[src/rtl/alu_seq_pkg.sv]
// Shared ALU op-code and FSM-state definitions for alu_seq and the ALU-control decoder.
package alu_seq_pkg;

    localparam logic [3:0] ALU_ADD  = 4'd0;
    localparam logic [3:0] ALU_SUB  = 4'd1;
    localparam logic [3:0] ALU_AND  = 4'd2;
    localparam logic [3:0] ALU_SLT  = 4'd3;
    localparam logic [3:0] ALU_DIV  = 4'd4;
    localparam logic [3:0] ALU_REM  = 4'd5;
    localparam logic [3:0] ALU_DIVU = 4'd6;
    localparam logic [3:0] ALU_REMU = 4'd7;
    localparam logic [3:0] ALU_SLTU = 4'd8;
    localparam logic [3:0] ALU_OR   = 4'd9;
    localparam logic [3:0] ALU_XOR  = 4'd10;

    typedef enum logic [1:0] {
        S_IDLE = 2'd0,
        S_DIV  = 2'd1,
        S_DONE = 2'd2
    } state_t;

    // True for the four ops that use the iterative divider.
    function automatic logic is_div_op(input logic [3:0] op);
        logic r;
        case (op)
            ALU_DIV, ALU_REM, ALU_DIVU, ALU_REMU: r = 1'b1;
            default:                              r = 1'b0;
        endcase
        return r;
    endfunction

    // True for the signed divide ops that need magnitude/sign handling.
    function automatic logic is_signed_div_op(input logic [3:0] op);
        logic r;
        case (op)
            ALU_DIV, ALU_REM: r = 1'b1;
            default:          r = 1'b0;
        endcase
        return r;
    endfunction

endpackage

[src/rtl/alu_seq_if.sv]
// Request/response handshake bundle between the datapath and alu_seq.
interface alu_seq_if #(
    parameter int WIDTH = 32
) ();
    logic             in_valid;
    logic             in_ready;
    logic [3:0]       op;
    logic [WIDTH-1:0] src_a;
    logic [WIDTH-1:0] src_b;
    logic             out_valid;
    logic             out_ready;
    logic [WIDTH-1:0] result;
    logic             zero;

    modport master (
        output in_valid, op, src_a, src_b, out_ready,
        input  in_ready, out_valid, result, zero
    );

    modport slave (
        input  in_valid, op, src_a, src_b, out_ready,
        output in_ready, out_valid, result, zero
    );
endinterface

[src/rtl/alu_seq_div_core.sv]
// Unsigned restoring divider: load captures operands, each step retires one quotient bit.
// The next-state quotient/remainder are exposed so the owner can capture the final
// values on the same edge as the last step.
module div_core #(
    parameter int WIDTH = 32
) (
    input  logic             clk,
    input  logic             reset,
    input  logic             load_i,
    input  logic             step_i,
    input  logic [WIDTH-1:0] dividend_i,
    input  logic [WIDTH-1:0] divisor_i,
    output logic [WIDTH-1:0] quo_next_o,
    output logic [WIDTH-1:0] rem_next_o
);

    logic [WIDTH-1:0] quo_q, quo_d;
    logic [WIDTH-1:0] rem_q, rem_d;
    logic [WIDTH-1:0] dvs_q, dvs_d;
    logic [WIDTH:0]   rem_shift_s;
    logic [WIDTH:0]   trial_s;

    // One restoring step: shift in the next dividend bit, subtract if it fits.
    always_comb begin
        rem_shift_s = {rem_q, quo_q[WIDTH-1]};
        trial_s     = rem_shift_s - {1'b0, dvs_q};
        if (trial_s[WIDTH] == 1'b0) begin
            quo_next_o = {quo_q[WIDTH-2:0], 1'b1};
            rem_next_o = trial_s[WIDTH-1:0];
        end else begin
            quo_next_o = {quo_q[WIDTH-2:0], 1'b0};
            rem_next_o = rem_shift_s[WIDTH-1:0];
        end
    end

    // Select load, step or hold for the divider registers.
    always_comb begin
        quo_d = quo_q;
        rem_d = rem_q;
        dvs_d = dvs_q;
        if (load_i) begin
            quo_d = dividend_i;
            rem_d = {WIDTH{1'b0}};
            dvs_d = divisor_i;
        end else if (step_i) begin
            quo_d = quo_next_o;
            rem_d = rem_next_o;
        end else begin
            quo_d = quo_q;
        end
    end

    // Divider state registers.
    always_ff @(posedge clk or negedge reset) begin
        if (!reset) begin
            quo_q <= {WIDTH{1'b0}};
            rem_q <= {WIDTH{1'b0}};
            dvs_q <= {WIDTH{1'b0}};
        end else begin
            quo_q <= quo_d;
            rem_q <= rem_d;
            dvs_q <= dvs_d;
        end
    end

endmodule

[src/rtl/alu_seq.sv]
// Handshaked ALU: single-cycle ops complete on the accept edge, DIV/REM variants
// iterate WIDTH cycles in div_core with sign correction folded into the last edge.
module alu_seq
    import alu_seq_pkg::*;
#(
    parameter int WIDTH = 32
) (
    input  logic     clk,
    input  logic     reset,
    alu_seq_if.slave bus
);

    localparam int CNT_W = $clog2(WIDTH + 1);
    localparam logic [CNT_W-1:0] LAST_CNT = CNT_W'(WIDTH - 1);

    state_t           state_q, state_d;
    logic [CNT_W-1:0] cnt_q, cnt_d;
    logic [3:0]       op_q, op_d;
    logic             a_neg_q, a_neg_d;
    logic             b_neg_q, b_neg_d;
    logic [WIDTH-1:0] result_q, result_d;
    logic             zero_q, zero_d;
    logic             out_valid_q, out_valid_d;

    logic [WIDTH-1:0] single_res_s;
    logic [WIDTH-1:0] a_abs_s, b_abs_s;
    logic             a_neg_s, b_neg_s;
    logic             div_load_s, div_step_s;
    logic [WIDTH-1:0] quo_next_s, rem_next_s;
    logic [WIDTH-1:0] div_res_s;

    // Results of ops that finish on the accept edge, including divide-by-zero.
    always_comb begin
        case (bus.op)
            ALU_ADD:  single_res_s = bus.src_a + bus.src_b;
            ALU_SUB:  single_res_s = bus.src_a - bus.src_b;
            ALU_AND:  single_res_s = bus.src_a & bus.src_b;
            ALU_OR:   single_res_s = bus.src_a | bus.src_b;
            ALU_XOR:  single_res_s = bus.src_a ^ bus.src_b;
            ALU_SLT:  single_res_s = {{(WIDTH-1){1'b0}}, ($signed(bus.src_a) < $signed(bus.src_b))};
            ALU_SLTU: single_res_s = {{(WIDTH-1){1'b0}}, (bus.src_a < bus.src_b)};
            ALU_DIV, ALU_DIVU: single_res_s = {WIDTH{1'b1}};
            ALU_REM, ALU_REMU: single_res_s = bus.src_a;
            default:  single_res_s = {WIDTH{1'b0}};
        endcase
    end

    // Operand magnitudes for the unsigned divider core.
    always_comb begin
        a_neg_s = is_signed_div_op(bus.op) & bus.src_a[WIDTH-1];
        b_neg_s = is_signed_div_op(bus.op) & bus.src_b[WIDTH-1];
        a_abs_s = a_neg_s ? (-bus.src_a) : bus.src_a;
        b_abs_s = b_neg_s ? (-bus.src_b) : bus.src_b;
    end

    // Sign-corrected divider result taken from the final step's next values.
    always_comb begin
        case (op_q)
            ALU_DIV:  div_res_s = (a_neg_q ^ b_neg_q) ? (-quo_next_s) : quo_next_s;
            ALU_REM:  div_res_s = a_neg_q ? (-rem_next_s) : rem_next_s;
            ALU_DIVU: div_res_s = quo_next_s;
            default:  div_res_s = rem_next_s;
        endcase
    end

    // FSM next-state and datapath register updates.
    always_comb begin
        state_d     = state_q;
        cnt_d       = cnt_q;
        op_d        = op_q;
        a_neg_d     = a_neg_q;
        b_neg_d     = b_neg_q;
        result_d    = result_q;
        zero_d      = zero_q;
        out_valid_d = out_valid_q;
        div_load_s  = 1'b0;
        div_step_s  = 1'b0;
        case (state_q)
            S_IDLE: begin
                if (bus.in_valid) begin
                    if (is_div_op(bus.op) && (bus.src_b != {WIDTH{1'b0}})) begin
                        div_load_s = 1'b1;
                        op_d       = bus.op;
                        a_neg_d    = a_neg_s;
                        b_neg_d    = b_neg_s;
                        cnt_d      = {CNT_W{1'b0}};
                        state_d    = S_DIV;
                    end else begin
                        result_d    = single_res_s;
                        zero_d      = (single_res_s == {WIDTH{1'b0}});
                        out_valid_d = 1'b1;
                        state_d     = S_DONE;
                    end
                end else begin
                    state_d = S_IDLE;
                end
            end
            S_DIV: begin
                div_step_s = 1'b1;
                if (cnt_q == LAST_CNT) begin
                    cnt_d       = {CNT_W{1'b0}};
                    result_d    = div_res_s;
                    zero_d      = (div_res_s == {WIDTH{1'b0}});
                    out_valid_d = 1'b1;
                    state_d     = S_DONE;
                end else begin
                    cnt_d = cnt_q + CNT_W'(1);
                end
            end
            S_DONE: begin
                if (bus.out_ready) begin
                    out_valid_d = 1'b0;
                    state_d     = S_IDLE;
                end else begin
                    state_d = S_DONE;
                end
            end
            default: begin
                state_d     = S_IDLE;
                out_valid_d = 1'b0;
            end
        endcase
    end

    // State and output registers; reset discards any partial divide.
    always_ff @(posedge clk or negedge reset) begin
        if (!reset) begin
            state_q     <= S_IDLE;
            cnt_q       <= {CNT_W{1'b0}};
            op_q        <= ALU_ADD;
            a_neg_q     <= 1'b0;
            b_neg_q     <= 1'b0;
            result_q    <= {WIDTH{1'b0}};
            zero_q      <= 1'b0;
            out_valid_q <= 1'b0;
        end else begin
            state_q     <= state_d;
            cnt_q       <= cnt_d;
            op_q        <= op_d;
            a_neg_q     <= a_neg_d;
            b_neg_q     <= b_neg_d;
            result_q    <= result_d;
            zero_q      <= zero_d;
            out_valid_q <= out_valid_d;
        end
    end

    div_core #(.WIDTH(WIDTH)) u_div_core (
        .clk        (clk),
        .reset      (reset),
        .load_i     (div_load_s),
        .step_i     (div_step_s),
        .dividend_i (a_abs_s),
        .divisor_i  (b_abs_s),
        .quo_next_o (quo_next_s),
        .rem_next_o (rem_next_s)
    );

    assign bus.in_ready  = (state_q == S_IDLE);
    assign bus.out_valid = out_valid_q;
    assign bus.result    = result_q;
    assign bus.zero      = zero_q;

endmodule

[src/flat_wrapper.sv]
// flat-port wrapper written by rule: the top's interface ports become plain ports
module alu_seq_flat import alu_seq_pkg::*;
#(
    parameter int WIDTH = 32
)
  (clk, reset, bus_in_valid, bus_op, bus_src_a, bus_src_b, bus_out_ready, bus_in_ready, bus_out_valid, bus_result, bus_zero);
  alu_seq_if #(.WIDTH(WIDTH)) bus_i ();
  input  logic clk;
  input  logic reset;
  input wire logic [$bits(bus_i.in_valid)-1:0] bus_in_valid;
  input wire logic [$bits(bus_i.op)-1:0] bus_op;
  input wire logic [$bits(bus_i.src_a)-1:0] bus_src_a;
  input wire logic [$bits(bus_i.src_b)-1:0] bus_src_b;
  input wire logic [$bits(bus_i.out_ready)-1:0] bus_out_ready;
  output wire logic [$bits(bus_i.in_ready)-1:0] bus_in_ready;
  output wire logic [$bits(bus_i.out_valid)-1:0] bus_out_valid;
  output wire logic [$bits(bus_i.result)-1:0] bus_result;
  output wire logic [$bits(bus_i.zero)-1:0] bus_zero;
  assign bus_i.in_valid = bus_in_valid;
  assign bus_i.op = bus_op;
  assign bus_i.src_a = bus_src_a;
  assign bus_i.src_b = bus_src_b;
  assign bus_i.out_ready = bus_out_ready;
  assign bus_in_ready = bus_i.in_ready;
  assign bus_out_valid = bus_i.out_valid;
  assign bus_result = bus_i.result;
  assign bus_zero = bus_i.zero;
  alu_seq #(.WIDTH(WIDTH)) u_core (.clk(clk), .reset(reset), .bus(bus_i));
endmodule
[config.mk]
export PLATFORM = sky130hd
export DESIGN_NAME = alu_seq_flat
export DESIGN_NICKNAME = d
export VERILOG_FILES = /design/src/rtl/alu_seq_pkg.sv /design/src/rtl/alu_seq_if.sv /design/src/rtl/alu_seq_div_core.sv /design/src/rtl/alu_seq.sv /design/src/flat_wrapper.sv
export SDC_FILE = /design/constraint.sdc
export NUM_CORES = 1
export LEC_CHECK = 0
export BUFFER_PORTS_ARGS = -buffer_cell sky130_fd_sc_hd__buf_2
export CAP_MARGIN = 15
export CELL_PAD_IN_SITES_DETAIL_PLACEMENT = 2
export CELL_PAD_IN_SITES_GLOBAL_PLACEMENT = 2
export CORE_MARGIN = 4
export CORE_UTILIZATION = 33
export CTS_CLUSTER_DIAMETER = 40
export CTS_CLUSTER_SIZE = 24
export DETAILED_ROUTE_END_ITERATION = 8
export PLACE_DENSITY = 0.78
export SYNTH_ARGS = -nofsm -noshare
export SYNTH_HDL_FRONTEND = slang
export SYNTH_SLANG_ARGS = --single-unit
[constraint.sdc]
create_clock -name clk -period 5.2 [get_ports clk]
set_input_delay 1.04 -clock clk [delete_from_list [all_inputs] [get_ports clk]]
set_output_delay 1.04 -clock clk [all_outputs]
set_load 0.02 [all_outputs]
Yosys cells after proc, flatten, opt, wreduce, memory -nomap -nowiden. Cells that the tools add are included.

Word-level logic and storage cells: 106. Register bits: 144.

Add/sub/neg operators: 8. $lt $le $gt $ge: 2. Equality and inequality tests: 21. Bitwise operators: 6. Reduce and logical (&&, ||, !) cells: 16. Mux-type cells: 42.

Operators with widths (number): $mux 32 (12); $pmux 32 s9 (1); $neg 32->32 (4); $pmux 32 s3 (1); $logic_not 32->1 (2); $lt 32x32->1 (2); $pmux 32 s2 (1); $sub 33x32->33 (1); $add 32x32->32 (1); $and 32x32->32 (1); $or 32x32->32 (1); $reduce_bool 32->1 (1); $sub 32x32->32 (1); $xor 32x32->32 (1); $eq 4x3->1 const B (7); $mux 6 (3); $mux 1 (16); $eq 4x4->1 const B (3); $pmux 6 s2 (1); $eq 4x2->1 const B (2); $mux 2 (4); $reduce_and 4->1 (2); $add 6x1->6 const B (1); $eq 6x5->1 const B (1); 17 further kinds (25).

Logic depth before layout (Yosys ltp). Gate-level depths: netlist of run 1.

Depth after elaboration: 10. Gate-level depth with buffers: 27. Gate-level depth less buffers: 22.

Modules after synthesis. Synthesis of run 1 repeated with hierarchy kept, for this count alone.

Cell total of the unflattened synthesis: 2407. Area, all modules: 17670.7 sq um.

By module, submodules not included: alu_seq (area an instance 10991.8 sq um, cells an instance 1644, instances 1); div_core (area an instance 6678.9 sq um, cells an instance 763, instances 1).

Worst setup path after synthesis of run 1. No wires, ideal clock.

Path kind: register to register. Start: register u_core.u_div_core.quo_q[31]. End: register u_core.zero_q (netlist: u_core.bus.zero). Cell stages (with the launch flop): 28. Period minus slack after synthesis: 5539 ps. Arrival: 5444 ps. Setup slack: -339 ps. Required time: 5105 ps. Setup time: 95 ps. Cell sequence: dfrtp_1 clkbuf_1 inv_1 ha_1 inv_1 fa_1 a211oi_4 o211ai_2 o211ai_4 a211oi_1 o211a_1 buf_6 inv_4 buf_2 buf_2 buf_2 ha_1 and4_1 nand3_1 o21ai_0 xor2_1 nor2_1 a2111oi_0 nand4_1 nor4_1 nand4_1 or4_1 o31ai_1.

Word-level cells in the longest chain between the ends: 8. Elaborated cells on any way between the ends: 11. Classes of those cells: 3 x add/sub; 7 x mux; 1 x reduce/logical.

RTL lines: start: declaration (line alu_seq_div_core.sv:17) `logic [WIDTH-1:0] quo_q, quo_d;`; start signal: assignment (line alu_seq_div_core.sv:56) `quo_q <= {WIDTH{1'b0}};`; start signal: assignment (line alu_seq_div_core.sv:60) `quo_q <= quo_d;`; $sub 33x32->33 (line alu_seq_div_core.sv:26) `trial_s = rem_shift_s - {1'b0, dvs_q};`; $mux 32 or $mux 1 (tied branches) (line alu_seq_div_core.sv:27) `if (trial_s[WIDTH] == 1'b0) begin`; $neg 32->32, on equally long branches (line alu_seq.sv:60, alu_seq.sv:59); $mux 32, on equally long branches (line alu_seq.sv:60, alu_seq.sv:59); $pmux 32 s3 (*) (line alu_seq.sv:58) `case (op_q)`; $logic_not 32->1 (*) (line alu_seq.sv:103) `zero_d = (div_res_s == {WIDTH{1'b0}});`; $mux 1 (*) (line alu_seq.sv:100) `if (cnt_q == LAST_CNT) begin`; $pmux 1 s2 (*) (line alu_seq.sv:78) `case (state_q)`; end signal: assignment (line alu_seq.sv:143) `zero_q <= zero_d;`; end: declaration (line alu_seq.sv:22) `logic zero_q, zero_d;`.

Every way passes the cells marked *; elsewhere a longest branch is shown, timed or not. The select of a mux whose other input is x is not followed. A chain may end at the register's enable or synchronous reset.

Final worst setup path of run 1. Same ends and word-level chain as after synthesis.

==> results.toml, run 1 <==
[logic_synthesis]
yosysSeqAreaShare_pct = 21.2
synth_area_per_cell_um2 = 7.28
synth_flop_cell = "dfrtp_1"
ys_ff_latch = 144
synth_edf_count = 0
yosysWarnings = 0
synthMuxAreaShare_pct = 2.11
syn_area_um2 = 17000
synth-simple-area-share_pct = 22.2
synthAdderAreaFrac_pct = 10.1
synth_top_family_by_area = "compound AO/OA/AOI/OAI gates"
synth_xor_xnor_area_share_pct = 6.66
syn_inst = 2330
synth-compound-area-share_pct = 31.0
synth.distinct_cells = 95
ys_async_sr_fraction_pct = 100
syn_nets = 2537

[worst_setup_path]
cp_slowest_cell = "a21boi_0"
crit-reg2reg-capture = "u_core.bus.zero"
crit_required_ps = 5580
crit_arrival_ps = 5920
endpoint_kind = "flop"
r2r_setup_slack_ps = -350
crit_fanout = 26
path_class = "reg2reg"
critPathMaxStageDelay_ps = 780
startpoint_type = "flop"
r2r-start = "u_core.u_div_core.quo_q[31]"
worstPathCellList = "inv_2 > ha_4 > inv_2 > fa_2 > a211oi_4 > o211ai_2 > o211ai_4 > buf_4 > a211o_1 > o211a_2 > inv_4 > buf_6 > buf_4 > a21boi_0 > o21a_1 > o22ai_1 > a311oi_2 > nand2b_1 > or4_4 > o31ai_4"
r2r.worst_path.cells = 20

[min_path]
hold_path.startpoint = "u_core.cnt_q[5]"
hold_path_end = "u_core.cnt_q[5]"
hold_path_depth = 1
hold_class = "reg2reg"

[cells_and_area]
layout-drive-gt1-share_pct = 23.2
multiInputGateArea_um2 = 12700
design_area_um2 = 21700
syn_to_final_growth_pct = 27.9
fillerInstances = 5791
diodes = 0
regArea_um2 = 3610
final_common_cell = "buf_4"
fin_nets = 2886
final_cell_mix = "361 x buf_4, 245 x nand2_1, 213 x o21ai_0"

[sta]
final-setup-viol-count = 3
relSlewSlack_pct = 30.4
setup_slack_ps = -346
post-route-min-period_ps = 5550
tns_ps = -540
fmax_mhz = 180
finClkSkew_ps = 17.8
rsz0062_at_grt = "true"
finalCritPeriodShare_pct = 107
slew_violations = 0
hold_viol = 0
finalHoldWorstSlack_ps = 483
worst_pin_slew_ps = 1040

[global_route]
grt_antenna_before_repair = 1
gr-total-overflow = 0
grt_pass1_wl_um = 141000
grt_max_degree = 99
grt_pass1_vias = 22600
globalRouteTotalUtil_pct = 32.1

[floorplan]
dieArea_um2 = 55100
row_count = 82
io_pins = 107
die_h_um = 235
initial_core_util_pct = 33.6
die_x_um = 235
core_um2 = 50500

[drt]
wire_per_inst_um = 29.6
dr_total_vias = 21400
dr.first_iter.drc_count = 2104
dr.pass1.iters = 6
via_per_inst = 6.37
drc_errors = 0
routed_wl_um = 99500
ant_nets = 0

[power]
swShare_pct = 55.4
ir_worst_vdd_mv = 0.249
p_int_mw = 5.28
clock_power_share_pct = 10.9
p_sw_mw = 6.56
p_seq_share_pct = 18.1
powerDensity_nw_per_um2 = 545
total_power_mw = 11.8
power_frac_comb_pct = 71.0
p_leak_nw = 9.67

[status]
status = "finished with violations"
violations = "setup timing"

[clock_network]
cts_root_buf = "clkbuf_16"
clock_sinks = 144
clkSlewWorstSetupHoldPaths_ps = 70
cts_max_level = 4
cts_tree = "built"
clk_latency_ps = 470
cts_buffer_depth = 2
numCtsBuffers = 17

[placement]
dpl_cell_area_um2 = 20500
gp_congestion = 0.972
dpl_worst_slack_ps = -816
io_buffers = 106
dp_hpwl_um = 69000

[run]
cap_violations = 0
-- cells by family (layout without fill, tap and decap cells) --
| group | after synthesis | after routing |
|---|---|---|
| compound gates | 811 | 811 |
| buf+inv | 291 | 652 |
| xor+xnor | 129 | 129 |
| fa+ha+maj | 135 | 135 |
| mux | 35 | 35 |
| simple gates | 785 | 785 |
| flops | 144 | 144 |
-- registers in the layout, indices dropped and copies added, names as in the netlist, 2 cells and up --
| signal | count |
|---|---|
| u_core.u_div_core.dvs_q | 32 |
| u_core.u_div_core.rem_q | 32 |
| u_core.state_q | 2 |
| u_core.bus.result | 32 |
| u_core.op_q | 4 |
| u_core.cnt_q | 6 |
| u_core.u_div_core.quo_q | 32 |
-- power groups by stage --
| stage | clock, mW | sequential (mW) | combinational [mW] |
|---|---|---|---|
| finish | 1.29 | 2.14 | 8.40 |
| global route | 1.32 | 2.16 | 8.84 |
| CTS | 1.25 | 2.06 | 7.56 |
| detailed placement | 0 | 2.04 | 7.14 |
| global placement | 0 | 1.98 | 6.70 |
| floorplan | 0 | 2.01 | 4.19 |
-- per-layer routing --
metal	routed length, um	up-vias	global-route usage [%]
li1	-	9176	-
met1	41600	11000	42.4
met2	46800	991	54.2
met3	6050	293	3.53
met4	5100	2	11.8
met5	11	-	0
-- area by class of cell --
| class | count | share of cell area, % |
|---|---|---|
| clock buffers | 22 | 2.23 |
| repair buffers | 477 | 15.7 |
| flip-flops and latches | 144 | 16.6 |
| clock inverters | 9 | 0.380 |
| well taps | 672 | 3.87 |
| inverters | 144 | 2.50 |
| multi-input cells | 1895 | 58.7 |
-- Yosys cell counts (14+ instances only) --
library cell	instances	area, um2
a21oi_1	209	1050
mux2i_1	29	290
a22oi_1	14	105
nor3_1	98	490
nand3_1	44	220
o31ai_1	28	210
or3_1	17	106
a211oi_1	44	330
inv_1	143	537
a21o_1	27	203
and2_1	14	87.6
nand2b_1	22	138
nor4_1	22	138
o21a_1	15	113
and3_1	22	138
dfrtp_1	144	3600
o211ai_1	36	270
nor2_1	191	717
nand2_1	246	923
o21ai_0	224	1120
clkbuf_1	113	424
a221oi_1	16	140
nor2b_1	20	125
nand4_1	23	144
ha_1	132	1650
xnor2_1	99	867
buf_2	19	95.1
a31oi_1	33	206
xor2_1	30	263
-- what timing repair did --
item	4_1_cts	5_1_grt
hold buffers	0	0
buffers inserted	10	13
resized for setup	57	53
setup endpoints to repair	8	10
hold endpoints to repair	0	0
pin swaps	33	35
-- how the worst max path moves through the flow --
stage,from,to,slack (ps)
6_report,u_core.u_div_core.quo_q[31],u_core.bus.zero,-350
5_1_grt,u_core.u_div_core.quo_q[31],u_core.bus.zero,-370
4_1_cts,u_core.u_div_core.quo_q[31],u_core.bus.zero,-20
3_5_place_dp,bus_src_a[0],u_core.bus.zero,-820
3_3_place_gp,bus_src_a[0],u_core.bus.zero,-580
2_1_floorplan,u_core.u_div_core.quo_q[31],u_core.bus.zero,20
-- worst max-delay path: cells and delay by family (launching register included) --
family	cells	cell delay (ps)
flip-flops	1	410
buffers and inverters	6	840
AO/OA/AOI/OAI	10	2930
AND/OR/NAND/NOR	2	690
adder cells (fa/ha/maj)	2	540
-- per-stage QoR --
stage               util, %  cells
floorplan                 -   2330
global placement       40.5   3309
detailed placement     40.5   3309
CTS                    42.4   3350
global route           43.0   3363
finish                 43.0   3363
No activity file was read; power rests on OpenSTA's default activity.
==> inputs of run 2 (changes only) <==
--- a/config.mk
+++ b/config.mk
@@ -9,7 +9,6 @@
 export CAP_MARGIN = 15
 export CELL_PAD_IN_SITES_DETAIL_PLACEMENT = 2
 export CELL_PAD_IN_SITES_GLOBAL_PLACEMENT = 2
-export CORE_MARGIN = 4
 export CORE_UTILIZATION = 33
 export CTS_CLUSTER_DIAMETER = 40
 export CTS_CLUSTER_SIZE = 24
==> run 2 against run 1 <==
Compared with the run above:
- the run still ends with setup timing left
- flip-flop and latch count unchanged
- die area down 5.0%
- clock power up 8%
- clock skew down 3.1 ps
- cell count up 0.56%
- critical path depth up 3
- register-to-register slack better by 60 ps
- utilization up 0.21 points
- maximum frequency up 1.2%
- clock-buffer cell count unchanged
- setup slack better by 65 ps
- hold slack about the same
==> results.toml, run 2 (synthesis results as in run 1) <==
[worst_setup_path]
worstPathCellList = "inv_2 > ha_4 > inv_2 > fa_2 > a211oi_4 > o211ai_2 > o211ai_4 > a211oi_2 > o211a_4 > inv_4 > ha_4 > and4_4 > nand3_4 > o21ai_2 > xor2_1 > nor2_2 > a2111oi_2 > buf_4 > nand4_1 > nor4_2 > nand4_1 > or4_4 > o31ai_4"
path_class = "reg2reg"
critPathTopFamily = "compound AO/OA/AOI/OAI gates"
crit-reg2reg-capture = "u_core.bus.zero"
endpoint_kind = "flop"
crit_arrival_ps = 5860
critPathMaxStageDelay_ps = 600
r2r-start = "u_core.u_div_core.quo_q[31]"
crit_fanout = 4
crit_required_ps = 5580
cp_slowest_cell = "or4_4"
r2r.worst_path.cells = 23
critical_path_buf_inv_count = 4
startpoint_type = "flop"
r2r_setup_slack_ps = -280

[placement]
dpl_cell_area_um2 = 20700
dp_hpwl_um = 69700
io_buffers = 106
gp_congestion = 0.944

[floorplan]
die_x_um = 229
core_um2 = 50500
io_pins = 107
die_h_um = 229
row_count = 82
dieArea_um2 = 52300
initial_core_util_pct = 33.6

[cells_and_area]
fin_nets = 2903
final_common_cell = "buf_4"
design_area_um2 = 21800
final_cell_mix = "378 x buf_4, 246 x nand2_1, 212 x o21ai_0"
layout-drive-gt1-share_pct = 23.4
fillerInstances = 5765
syn_to_final_growth_pct = 28.5

[clock_network]
clkSlewWorstSetupHoldPaths_ps = 70
clock_sinks = 144
cts_tree = "built"
cts_max_level = 4
cts_root_buf = "clkbuf_16"
numCtsBuffers = 17
clk_latency_ps = 480
cts_buffer_depth = 2
cts_hold_buf = 0

[min_path]
hold_path.startpoint = "u_core.cnt_q[5]"
hold_class = "reg2reg"
hold_path_end = "u_core.cnt_q[5]"
hold_path_depth = 1

[sta]
relSlewSlack_pct = 27.2
slew_violations = 0
post-route-min-period_ps = 5480
finClkSkew_ps = 14.7
finalCritPeriodShare_pct = 105
fmax_mhz = 182
setup_slack_ps = -281
worst_pin_slew_ps = 1090
final-setup-viol-count = 3
rsz0062_at_grt = "true"
hold_viol = 0

[power]
total_power_mw = 11.9
powerDensity_nw_per_um2 = 548
ir_worst_vdd_mv = 0.329
p_leak_nw = 9.75

[status]
violations = "setup timing"
status = "finished with violations"

[global_route]
grt_pass1_vias = 22500
globalRouteTotalUtil_pct = 34.5
grt_antenna_before_repair = 7
grt_pass1_wl_um = 140000
gr-total-overflow = 0
grt_max_degree = 96

[run]
cap_violations = 0

[drt]
ant_nets = 0
wire_per_inst_um = 30.3
dr.first_iter.drc_count = 1894
via_per_inst = 6.38
dr_total_vias = 21600
routed_wl_um = 102000
dr.pass1.iters = 7
drc_errors = 0
## run 2: cell count changes in the layout (fill, tap and decap cells not counted), sizes merged
cell      previous run  this run
clkinv               5         4
clkinvlp             2         3
bufinv               1         3
inv                145       144
buf                477       494
diode                0         1
## run 2: metal layers
metal  vias to the layer above  share of wire [%]  track usage (%)
met5                         -              0.054                0
met4                         8                4.9             12.8
met3                       324                5.7             3.36
met2                       972                 48             59.0
met1                     11000                 42             44.7
li1                       9222                  -                -
## run 2: worst max-delay path by stage
| stage | startpoint | to | slack [ps] | depth (start not counted) |
|---|---|---|---|---|
| after floorplan | u_core.u_div_core.quo_q[31] | u_core.bus.zero | 20 | 27 |
| after global placement | bus_src_b[1] | u_core.bus.zero | -550 | 19 |
| after detailed placement | bus_src_b[1] | u_core.bus.zero | -740 | 19 |
| after CTS | u_core.u_div_core.quo_q[31] | u_core.bus.zero | 6 | 19 |
| after global routing | u_core.u_div_core.quo_q[31] | u_core.bus.zero | -390 | 22 |
| final | u_core.u_div_core.quo_q[31] | u_core.bus.zero | -280 | 23 |
## run 2: area by class of cell
cell class	count	area [um2]	share of cell area, %
sequential	144	3610	16.5
tap	672	841	3.85
clock buffer	22	484	2.22
timing repair buffer	494	3520	16.1
antenna	1	2.50	0.0115
clock inverter	10	133	0.608
inverter	144	543	2.49
multi-input combinational	1895	12700	58.1
## run 2: what timing repair did
action                     in CTS  in global routing
pin swaps                      21                 44
resized for setup              44                 53
setup endpoints to repair       5                  9
buffers inserted                3                 12
## run 2: metrics by stage
| step | setup TNS [ps] | setup slack [ps] | hold slack (ps) | cells | util (%) |
|---|---|---|---|---|---|
| 2_1_floorplan | 0 | 23.1 | 436 | 2330 | - |
| 3_3_place_gp | -892 | -551 | 458 | 3334 | 40.9 |
| 3_5_place_dp | -1220 | -738 | 461 | 3334 | 40.9 |
| 4_1_cts | 0 | 5.96 | 474 | 3369 | 42.6 |
| 5_1_grt | -1440 | -394 | 500 | 3381 | 43.2 |
| 6_report | -413 | -281 | 483 | 3382 | 43.2 |
## run 2: worst register-to-register path, stage by stage, from the launching register on
cell and delay (ps):
dfrtp_1 410, inv_2 100, ha_4 140, inv_2 40, fa_2 370, a211oi_4 320
o211ai_2 160, o211ai_4 290, a211oi_2 120, o211a_4 280, inv_4 80, ha_4 150
and4_4 270, nand3_4 140, o21ai_2 240, xor2_1 230, nor2_2 80, a2111oi_2 370
buf_4 200, nand4_1 120, nor4_2 250, nand4_1 250, or4_4 600, o31ai_4 190
## run 2: power by group
part	leakage, nW	internal [mW]	switching (mW)
clock	0.298	0.803	0.589
combinational	7.68	3.00	5.40
sequential	1.77	1.57	0.584
==> inputs of run 3 (changes only) <==
--- a/config.mk
+++ b/config.mk
@@ -13,7 +13,9 @@
 export CTS_CLUSTER_DIAMETER = 40
 export CTS_CLUSTER_SIZE = 24
 export DETAILED_ROUTE_END_ITERATION = 8
+export MAX_ROUTING_LAYER = met4
 export PLACE_DENSITY = 0.78
+export SKIP_CTS_REPAIR_TIMING = 1
 export SYNTH_ARGS = -nofsm -noshare
 export SYNTH_HDL_FRONTEND = slang
 export SYNTH_SLANG_ARGS = --single-unit
==> run 3 against run 2 <==
Compared with the run above:
- the flow still finishes with violations (setup timing)
- global-route usage shrank 0.22 points
- die area did not move
- hold slack better by 3.8 ps
- sequential share of layout area grew 0.34 points
- critical path depth fell by 6
- clock power down 9%
- utilization is 0.88 points lower
- total power decreased by 6.1%
- sequential power fell by 3%
- non-clock buffer count down 14
- flip-flop and latch count unchanged
- wire length down 10%
==> results.toml, run 3 (synthesis results as in run 1) <==
[status]
status = "finished with violations"
violations = "setup timing"

[drt]
dr.pass1.iters = 6
drc_errors = 0
dr.first_iter.drc_count = 1614
dr_total_vias = 20700
via_per_inst = 6.14
routed_wl_um = 92100
wire_per_inst_um = 27.4
ant_nets = 0

[worst_setup_path]
worstPathCellList = "ha_1 > nand2_1 > o21ai_0 > nor2_1 > a211o_1 > o211a_2 > buf_4 > buf_4 > nor2_1 > nand2_1 > o21ai_0 > xor2_1 > o22ai_1 > a311oi_2 > nand2b_1 > or4_4 > o31ai_2"
path_class = "reg2reg"
crit_required_ps = 5570
r2r_setup_slack_ps = -220
crit_fanout = 15
endpoint_kind = "flop"
startpoint_type = "flop"
crit_arrival_ps = 5790
cp_slowest_cell = "or4_4"
critPathMaxStageDelay_ps = 530

[power]
swShare_pct = 54.1
p_sw_mw = 6.07
powerDensity_nw_per_um2 = 525
ir_worst_vdd_mv = 0.259
clock_power_share_pct = 11.2
power_frac_comb_pct = 70.1
total_power_mw = 11.2
p_int_mw = 5.14
p_leak_nw = 9.60
p_seq_share_pct = 18.7

[cells_and_area]
final_common_cell = "buf_4"
layout-drive-gt1-share_pct = 21.7
fin_cells = 3364
diodes = 0
final_cell_mix = "369 x buf_4, 246 x nand2_1, 218 x o21ai_0"
fin_nets = 2889
syn_to_final_growth_pct = 25.9

[clock_network]
cts_root_buf = "clkbuf_16"
cts_tree = "built"
clock_sinks = 144
cts_buffer_depth = 2
cts_max_level = 4
numCtsBuffers = 17
clk_latency_ps = 470
clkSlewWorstSetupHoldPaths_ps = 70

[global_route]
globalRouteTotalUtil_pct = 34.2
gr-total-overflow = 0
grt_pass1_wl_um = 136000
grt_busiest_layer = "met2"
grt_max_degree = 91
use_met1_pct = 44.0
use_met2_pct = 56.6
met3_usage_pct = 3.24
grt_antenna_before_repair = 1
grt_pass1_vias = 21900

[floorplan]
dieArea_um2 = 52300
die_h_um = 229
die_x_um = 229
core_um2 = 50500
io_pins = 107
initial_core_util_pct = 33.6
row_count = 82

[sta]
post-route-min-period_ps = 5420
worst_pin_slew_ps = 988
rsz0062_at_grt = "true"
slew_violations = 0
finClkSkew_ps = 12.3
relSlewSlack_pct = 33.9
final-setup-viol-count = 3
hold_viol = 0
setup_slack_ps = -221
finalCritPeriodShare_pct = 104
fmax_mhz = 184

[min_path]
hold_class = "reg2reg"

[placement]
dpl_worst_slack_ps = -675
dp_hpwl_um = 68400
dp.cells = 3329
io_buffers = 106
gp_congestion = 0.939

[run]
cap_violations = 0
-- run 3: cell types whose count changed in the layout (fill, tap and decap cells not counted), moves of 3 or more --
cell / before / now
a211oi_1: 38 / 41
a221oi_2: 5 / 2
a211oi_2: 6 / 3
nor4_2: 5 / 2
o21ai_0: 212 / 218
buf_6: 7 / 2
o21ai_1: 9 / 4
nor4_1: 18 / 21
buf_4: 378 / 369
a221oi_1: 12 / 15
-- run 3: cell type report --
class	count	area, um2
Clock inverter	7	87.6
Sequential cell	144	3610
Multi-Input combinational cell	1895	12400
Inverter	144	543
Fill cell	5889	29100
Tap cell	672	841
Timing Repair Buffer	480	3400
Clock buffer	22	464
-- run 3: final timing paths --
kind	to	cells after the start	start
setup / recovery	u_core.bus.zero	17	u_core.u_div_core.rem_q[14]
min in group asynchronous	u_core.cnt_q[5]	1	reset
setup reg to reg	u_core.bus.zero	17	u_core.u_div_core.rem_q[14]
max in group asynchronous	u_core.u_div_core.rem_q[3]	2	reset
hold / removal	u_core.bus.result[29]	2	u_core.bus.result[29]
hold reg to reg	u_core.bus.result[29]	2	u_core.bus.result[29]
-- run 3: layer usage --
layer | vias up | wire [um]
met4 | 0 | 2980
met1 | 10600 | 40600
met3 | 159 | 4470
met5 | - | 0
met2 | 710 | 44100
li1 | 9178 | -
-- run 3: metrics by stage --
| step | utilization [%] | TNS, ps | cell area, um2 | hold WS [ps] |
|---|---|---|---|---|
| 6_report | 42.3 | -338 | 21400 | 487 |
| 5_1_grt | 42.3 | -1270 | 21400 | 509 |
| 3_3_place_gp | 40.8 | -866 | 20600 | 456 |
| 4_1_cts | 41.9 | -484 | 21200 | 489 |
| 3_5_place_dp | 40.8 | -1260 | 20600 | 481 |
| 2_1_floorplan | - | 0 | 17000 | 436 |
-- run 3: critical path, delay by kind of cell (launching register included) --
kind            cells  cell delay, ps
compound gates      7            2090
buf+inv             2             410
xor+xnor            1             350
simple gates        6            1550
flops               1             470
fa+ha+maj           1             440
-- run 3: power by group through the flow --
stage	Combinational, mW	Sequential [mW]	Clock (mW)
4_1_cts	7.37	2.05	1.24
3_5_place_dp	7.15	2.04	0
2_1_floorplan	4.19	2.01	0
6_report	7.86	2.09	1.26
5_1_grt	8.31	2.13	1.28
3_3_place_gp	6.76	1.98	0
